**src/rtl/vctr_fetch_engine.sv**
```systemverilog
// Vector fetch engine: pops test-vector addresses, issues one fixed-length burst read
// per address and streams the returned words (optionally byte-swapped) into the vector FIFO.
module vctr_fetch_engine #(
  parameter int BURST_LEN       = 4,
  parameter int VCTR_FIFO_DEPTH = 1024
) (
  input  logic        clk,
  input  logic        reset,
  input  logic        run_program,
  input  logic        vector_byte_swap,
  input  logic        clear_error,
  input  logic [31:0] addr_fifo_dout,
  input  logic        addr_fifo_empty,
  output logic        addr_fifo_rd,
  input  logic [15:0] words_in_vctr_fifo,
  input  logic        vector_fifo_full,
  output logic [31:0] vctr_fifo_din,
  output logic        vctr_fifo_wr,
  output logic [31:0] master_addr,
  output logic [7:0]  master_len,
  output logic        master_rd,
  input  logic        master_ready,
  input  logic [31:0] master_data_in,
  input  logic        master_data_in_val,
  output logic        fetch_busy,
  output logic        fetch_error,
  output logic [31:0] addrs_consumed,
  output logic [31:0] words_fetched
);

  localparam logic [2:0]  ST_IDLE  = 3'd0;
  localparam logic [2:0]  ST_POP   = 3'd1;
  localparam logic [2:0]  ST_LATCH = 3'd2;
  localparam logic [2:0]  ST_REQ   = 3'd3;
  localparam logic [2:0]  ST_DATA  = 3'd4;
  localparam logic [7:0]  LAST_BEAT  = 8'(BURST_LEN - 1);
  localparam logic [31:0] FILL_LIMIT = 32'(VCTR_FIFO_DEPTH - BURST_LEN);

  function automatic logic [31:0] byte_swap(input logic [31:0] d);
    return {d[7:0], d[15:8], d[23:16], d[31:24]};
  endfunction

  logic [2:0]  state_r;
  logic [2:0]  state_next_s;
  logic [7:0]  beat_cnt_r;
  logic        start_s;
  logic        addr_err_s;
  logic        beat_in_data_s;
  logic        wr_ok_s;
  logic        err_set_s;
  logic [31:0] wr_word_s;

  assign master_len = LAST_BEAT;

  // Next-state decode plus error and write qualification for the current cycle.
  always_comb begin
    start_s        = run_program && !addr_fifo_empty &&
                     ({16'd0, words_in_vctr_fifo} <= FILL_LIMIT);
    addr_err_s     = (state_r == ST_LATCH) && (addr_fifo_dout[1:0] != 2'b00);
    beat_in_data_s = master_data_in_val && (state_r == ST_DATA);
    wr_ok_s        = beat_in_data_s && !vector_fifo_full;
    // A beat outside DATA, a misaligned address, or a write into a full FIFO all flag an error.
    err_set_s      = addr_err_s ||
                     (master_data_in_val && (state_r != ST_DATA)) ||
                     (beat_in_data_s && vector_fifo_full);
    if (vector_byte_swap) begin
      wr_word_s = byte_swap(master_data_in);
    end else begin
      wr_word_s = master_data_in;
    end
    state_next_s = state_r;
    case (state_r)
      ST_IDLE: begin
        if (start_s) state_next_s = ST_POP;
        else         state_next_s = ST_IDLE;
      end
      ST_POP:  state_next_s = ST_LATCH;
      ST_LATCH: begin
        if (addr_err_s) state_next_s = ST_IDLE;
        else            state_next_s = ST_REQ;
      end
      ST_REQ: begin
        if (master_rd && master_ready) state_next_s = ST_DATA;
        else                           state_next_s = ST_REQ;
      end
      ST_DATA: begin
        if (beat_in_data_s && (beat_cnt_r == LAST_BEAT)) state_next_s = ST_IDLE;
        else                                             state_next_s = ST_DATA;
      end
      default: state_next_s = ST_IDLE;
    endcase
  end

  // State, strobes, captured data, counters and the sticky error flag.
  always_ff @(posedge clk or negedge reset) begin
    if (!reset) begin
      state_r        <= ST_IDLE;
      beat_cnt_r     <= 8'd0;
      addr_fifo_rd   <= 1'b0;
      master_rd      <= 1'b0;
      master_addr    <= 32'd0;
      vctr_fifo_wr   <= 1'b0;
      vctr_fifo_din  <= 32'd0;
      fetch_busy     <= 1'b0;
      fetch_error    <= 1'b0;
      addrs_consumed <= 32'd0;
      words_fetched  <= 32'd0;
    end else begin
      state_r      <= state_next_s;
      fetch_busy   <= (state_next_s != ST_IDLE);
      addr_fifo_rd <= (state_next_s == ST_POP);
      master_rd    <= (state_next_s == ST_REQ);
      vctr_fifo_wr <= wr_ok_s;

      if (state_next_s == ST_POP) begin
        addrs_consumed <= addrs_consumed + 32'd1;
      end else begin
        addrs_consumed <= addrs_consumed;
      end

      if (state_r == ST_LATCH) begin
        master_addr <= addr_fifo_dout;
      end else begin
        master_addr <= master_addr;
      end

      if (state_r == ST_REQ) begin
        beat_cnt_r <= 8'd0;
      end else if (beat_in_data_s) begin
        beat_cnt_r <= beat_cnt_r + 8'd1;
      end else begin
        beat_cnt_r <= beat_cnt_r;
      end

      if (wr_ok_s) begin
        vctr_fifo_din <= wr_word_s;
        words_fetched <= words_fetched + 32'd1;
      end else begin
        vctr_fifo_din <= vctr_fifo_din;
        words_fetched <= words_fetched;
      end

      if (err_set_s) begin
        fetch_error <= 1'b1;
      end else if (clear_error) begin
        fetch_error <= 1'b0;
      end else begin
        fetch_error <= fetch_error;
      end
    end
  end

endmodule

```
**config.mk**
```make
export PLATFORM = sky130hd
export DESIGN_NAME = vctr_fetch_engine
export DESIGN_NICKNAME = d
export VERILOG_FILES = /design/src/rtl/vctr_fetch_engine.sv
export SDC_FILE = /design/constraint.sdc
export NUM_CORES = 1
export LEC_CHECK = 0
export ABC_AREA = 1
export BUFFER_PORTS_ARGS = -buffer_cell sky130_fd_sc_hd__buf_2
export CORE_UTILIZATION = 41
export CTS_CLUSTER_SIZE = 14
export DETAILED_ROUTE_END_ITERATION = 16
export PLACE_DENSITY = 0.69
export SLEW_MARGIN = 10
export SYNTH_ARGS = -nofsm -noshare
export SYNTH_HDL_FRONTEND = slang
export SYNTH_SLANG_ARGS = --single-unit
```
**constraint.sdc**
```tcl
create_clock -name clk -period 4.67 [get_ports clk]
set_input_delay 0 -clock clk [delete_from_list [all_inputs] [get_ports clk]]
set_output_delay 0 -clock clk [all_outputs]
set_load 0.01 [all_outputs]
```
==> results of run 1 <==
## state kept, by name (all words and copies together), names as in the netlist
signal	count
fetch_error	1
vctr_fifo_din	32
fetch_busy	1
vctr_fifo_wr	1
addr_fifo_rd	1
addrs_consumed	32
master_addr	32
words_fetched	32
beat_cnt_r	8
master_rd	1
state_r	3
## worst max path at each step
| stage | start | to | slack [ns] | cells past startpoint |
|---|---|---|---|---|
| 6_report | state_r[1] | vctr_fifo_din[11] | 2.63 | 8 |
| 5_1_grt | state_r[1] | vctr_fifo_din[3] | 2.44 | 8 |
| 4_1_cts | state_r[1] | vctr_fifo_din[11] | 2.60 | 8 |
| 3_5_place_dp | state_r[1] | vctr_fifo_din[10] | 2.62 | 8 |
| 3_3_place_gp | state_r[1] | vctr_fifo_din[1] | 2.69 | 8 |
| 2_1_floorplan | addrs_consumed[1] | addrs_consumed[20] | 3.11 | 10 |
## repair_timing
| item | CTS | global route |
|---|---|---|
| gates resized for setup | 0 | 0 |
| endpoints found under the hold margin | 163 | 0 |
| hold buffers | 86 | 0 |
## kinds of logic (layout without fill, tap and decap cells)
kind of cell / Yosys count / after routing
simple gates: 620 / 620
fa+ha+maj: 3 / 3
other cells: 2 / 8
xor+xnor: 39 / 39
buf+inv: 136 / 446
flops: 144 / 144
compound gates: 67 / 67
## power by group through the flow
| stage | Sequential [mW] | Combinational [mW] | Clock [mW] |
|---|---|---|---|
| 2_1_floorplan | 1.78 | 0.270 | 0 |
| 3_3_place_gp | 1.67 | 0.770 | 0 |
| 3_5_place_dp | 1.67 | 0.790 | 0 |
| 4_1_cts | 1.66 | 0.847 | 1.41 |
| 5_1_grt | 1.69 | 0.949 | 1.46 |
| 6_report | 1.66 | 0.851 | 1.39 |
## synth_stat cells
master,n
nor4_1,1
o21ai_0,57
and2_0,1
inv_1,101
o21bai_1,1
buf_4,10
nor2_2,4
buf_1,1
nand3_2,3
o211ai_1,1
inv_2,2
nand2_1,414
nor2_4,5
xor2_1,20
nand4_1,18
a22o_1,1
conb_1,2
clkinv_1,1
ha_1,3
nor3_2,1
nor2_1,101
a21oi_1,5
dfrtp_1,144
clkbuf_1,17
xnor2_1,19
nand3b_1,9
nand3_1,41
buf_2,4
o21ai_1,2
nor3_1,21
nand2_4,1
## placed cells by master, fill, tap and decap left out, types with 4 or more instances in the layout
cell           instances
dfrtp_1              144
nand3_1               41
xor2_1                20
xnor2_1               19
conb_1                 8
inv_1                101
a21oi_1                5
nand2_1              414
dlygate4sd3_1         86
buf_4                  4
nor3_1                21
nor2_4                 5
nand3b_1               9
nand4_1               18
nor2_2                 5
buf_2                220
nor2_1               100
clkbuf_16             17
o21ai_0               57
## metal layers
| metal | routed length, µm | part of all wire [%] |
|---|---|---|
| met2 | 9770 | 47 |
| met5 | 0 | 0 |
| met4 | 413 | 2.0 |
| met3 | 1400 | 6.8 |
| met1 | 9070 | 44 |
## worst reg2reg max path, stage by stage (launching register included)
cell,delay [ns]
dfrtp_1,0.38
inv_1,0.13
nand2_1,0.13
nor2_1,0.14
nand2_1,0.16
nor2_2,0.54
buf_4,0.35
nand2_1,0.09
nand2_1,0.07
## area by class of cell
cell class	instances	area share (%)
flip-flops and latches	144	35.3
multi-input cells	737	32.6
repair buffers	311	19.6
clock buffers	22	4.55
inverters	104	3.82
well taps	225	2.76
clock inverters	9	1.30
==> run metrics, run 1 <==
status=finished, final reports clean; synth top area cells=dfrtp_1 48%, nand2_1 21%, inv_1 5.1%; Final setup viols=0; Yosys top cell area share=48.3%; Max VDD drop=0.243 mV; Synth Register Bits=144; Buffers & Inverters on Critical Path=2; Largest stage delay, worst path=0.54 ns; hold endpoint=state_r[2]; DRC violation count after routing=0; worst min path class=in2reg; CP max FO=17; DP HPWL=14.0 mm; H-tree depth=4; Critical Path RT=5.02 ns; Design Area, Final=10200 µm²; post-synthesis mux area share=0%; met1 GRT Util=29.0%; die span in y=137 µm; nets=1407; adder-cell share of the synthesized area=0.503%; post-synthesis cell count=1011; Internal=2.74 mW; CTS max path bufs=2; part of the power in registers=42.6%; skew final=0.0111 ns; Unique masters post-synth=31; Hold Path Depth=4; sequential area share after synthesis=48.3%; Clock Sinks=144; final cell count without fillers=1552; crit-path cells=inv_1 -> nand2_1 -> nor2_1 -> nand2_1 -> nor2_2 -> buf_4 -> nand2_1 -> nand2_1; Worst slew margin=42.5%; Final Hold Viols=0; P_leak=5.37 nW; total CTS buffers=17; R2R Path End=vctr_fifo_din[11]; Critical-path top delay cell=nor2_2; type of origin of the critical path=flip-flop; Rows=48; min Tclk post-route=2.04 ns; R2R setup slack=2.63 ns; I/O pin cnt=230; fillers=1606; global-route wire length before repair=33.1 mm; core area=17500 µm²; Total GRT Usage=22.6%; total chip power=3.90 mW; n_diodes=0; Multi-input gate area=3330 µm²; vias in the first global route=6910; Util after Layout=58.2%; Reg-to-Reg Start=state_r[1]; flip-flop and latch area=3600 µm²; buffers added on ports=221; initial antenna violation count=0; WL/cell=13.3 µm; vias per cell=4.77; Vias=7399; Psw=1.16 mW; combinational share of power=21.8%; Final WS setup=2.63 ns; routed wire length=20.6 mm; CTS tree=built; area grow syn2layout=36.9%; GRT met2 Usage=37.0%; Detail Route Antenna Nets=0; total negative slack=0 ns; Yosys top cell by area=dfrtp_1; crit path DAT=2.39 ns; Post-Synth XOR/XNOR Area=4.58%; met3 Usage GRT=5.59%; Root Driver=clkbuf_16; Sw Share=29.6%; measured slew at the worst slew-check pin=0.862 ns; Tcrit/Tclk final=43.6%; Slew Viols, Final=0; Final Hold Slack=0.0314 ns; Initial Util=42.5%; crit end category=flip-flop; DR iter-0 viols=358; Die X=137 µm; delay-heaviest family, CP=simple AND/OR/NAND/NOR gates; busiest layer in global routing=met2; cell count after placement=1435; FMAX=491 MHz; Post-CTS Setup Inserts=0; Synth warnings=0; clock network power share=35.6%; Hold Startpoint=master_data_in_val; max cap viols=0; CP dominant cell by count=nand2_1; largest net degree at the start of global routing=92; GRT overflow=0; DR pass1 iterations=5; clock slew at reported path FFs=0.06 ns; simple-gate share of the synthesized area=34.5%; share of post-route cells with drive strength above 1=20.3%; full die area=18700 µm²; post-synthesis compound-gate area fraction=4.61%; DP Worst Slack=2.62 ns; RSZ-0062 raised after global routing=false; post-place instance area=8750 µm²; mapped cell area=7460 µm²; PD cells=382 nW/µm²; Crit Path Class=reg2reg; syn_area_per_cell=7.37 µm²; largest family of logic cells by synthesized area=simple AND/OR/NAND/NOR gates; clk_lat worst skew=0.41 ns; r2r worst-path depth=8; RD Place Congestion=0.909
No activity file was read; power rests on OpenSTA's default activity.
==> run 2, diff against run 1 <==
Settings changed: PLACE_DENSITY 0.69 to 0.72.
Clock period 4.67 ns to 1.8 ns, I/O delays scaled along.
==> run 2 against run 1 <==
  * Combinational power increased to 2.7 times the previous value
  * Die area unchanged
  * Sequential power increased to 2.6 times the previous value
  * Hold slack got worse by 0.023 ns
  * Register-to-register slack got worse by 2.5 ns
  * Critical endpoint is now addrs_consumed[24]
  * Largest power group unchanged
  * Via count increased by 2.0%
==> run metrics, run 2 (synthesis results as in run 1) <==
vias in the first global route=7154; Final setup viols=0; clock slew at reported path FFs=0.06 ns; WL/cell=13.5 µm; type of origin of the critical path=flip-flop; I/O pin cnt=230; Crit Path Class=reg2reg; Critical Path RT=2.09 ns; vias per cell=4.83; min Tclk post-route=1.67 ns; post-place instance area=8910 µm²; CP dominant cell by count=nor2_1; RSZ-0062 raised after global routing=false; die span in y=137 µm; routed wire length=21.0 mm; DP HPWL=14.6 mm; PD cells=995 nW/µm²; Design Area, Final=10400 µm²; crit path DAT=1.96 ns; n_diodes=0; global-route wire length before repair=34.0 mm; Critical-path top delay cell=dfrtp_1; Root Driver=clkbuf_16; delay-heaviest family, CP=simple AND/OR/NAND/NOR gates; max cap viols=0; crit end category=flip-flop; DR pass1 iterations=5; Initial Util=42.5%; Final Hold Viols=0; Buffers & Inverters on Critical Path=0; FMAX=600 MHz; final cell count without fillers=1563; leading cell type in the layout, fill and taps excluded=nand2_1; full die area=18700 µm²; Vias=7549; worst min path class=in2reg; Tcrit/Tclk final=92.5%; Detail Route Antenna Nets=0; Max VDD drop=0.636 mV; Die X=137 µm; fillers=1563; Slew Viols, Final=0; RD Place Congestion=0.872; Largest stage delay, worst path=0.41 ns; P_leak=5.47 nW; most frequent cells in the layout=412 x nand2_1, 220 x buf_2, 144 x dfrtp_1, 101 x inv_1, 97 x nor2_1; cell count after placement=1450; skew final=0.0128 ns; Total GRT Usage=23.3%; initial antenna violation count=0; total negative slack=0 ns; Post-CTS Setup Inserts=0; Clock Sinks=144; DRC violation count after routing=0; largest net degree at the start of global routing=57; status=finished, final reports clean; H-tree depth=4; buffers added on ports=221; area grow syn2layout=39.8%; share of post-route cells with drive strength above 1=22.0%; nets=1419; CTS max path bufs=2; clk_lat worst skew=0.41 ns; total CTS buffers=17; Rows=48; DR iter-0 viols=438; crit-path cells=ha_2 -> nand3_1 -> nor2_1 -> nand4_1 -> nor2_1 -> nand2_1 -> xor2_1; CP max FO=5; core area=17500 µm²; CTS tree=built; GRT overflow=0
[run 2: routing by layer]
metal,track usage [%],share of wire (%)
met1,29.2,43
met2,38.6,48
met3,5.41,6.6
met4,9.58,2.7
met5,0,0
[run 2: final timing paths]
kind / cells past startpoint / from / slack [ns] / to
setup / recovery: 7 / addrs_consumed[1] / 0.13 / addrs_consumed[24]
hold / removal: 5 / master_data_in[13] / 0.008 / vctr_fifo_din[13]
setup reg to reg: 7 / addrs_consumed[1] / 0.13 / addrs_consumed[24]
hold reg to reg: 2 / master_addr[4] / 0.46 / master_addr[4]
max in group asynchronous: 3 / reset / 1.07 / words_fetched[11]
min in group asynchronous: 2 / reset / 0.08 / master_addr[15]
[run 2: layout make-up]
cell class / instances / area (µm²) / share of cell area, %
clock buffer: 19 / 443 / 4.25
clock inverter: 11 / 189 / 1.81
inverter: 104 / 390 / 3.74
multi-input combinational: 737 / 3380 / 32.4
sequential: 144 / 3600 / 34.6
tap: 225 / 282 / 2.70
timing repair buffer: 323 / 2140 / 20.5
[run 2: report_power, final]
| group | switching (mW) | internal (mW) |
|---|---|---|
| Sequential | 0.398 | 3.91 |
| Clock | 1.34 | 2.48 |
| Combinational | 1.27 | 0.991 |
[run 2: worst reg2reg max path, stage by stage (launching register included)]
cell     delay, ns
dfrtp_1       0.41
ha_2          0.23
nand3_1       0.11
nor2_1        0.12
nand4_1       0.21
nor2_1        0.24
nand2_1       0.09
xor2_1        0.14
[run 2: repair_timing]
item                       4_1_cts  5_1_grt
gates resized for setup          0       13
hold buffers                    83        0
hold endpoints to repair       216        0
setup endpoints to repair        0       40
[run 2: stage by stage]
stage               setup slack, ns  hold WS (ns)  utilization (%)  total power [mW]
floorplan                     0.240        -0.296                -              5.33
global placement             0.0984       -0.0644             50.8              6.36
detailed placement           0.0387       -0.0602             50.8              6.41
CTS                          0.0349       0.00190             59.2              10.4
global route               0.000780        0.0357             59.5              10.9
finish                        0.134       0.00803             59.5              10.4
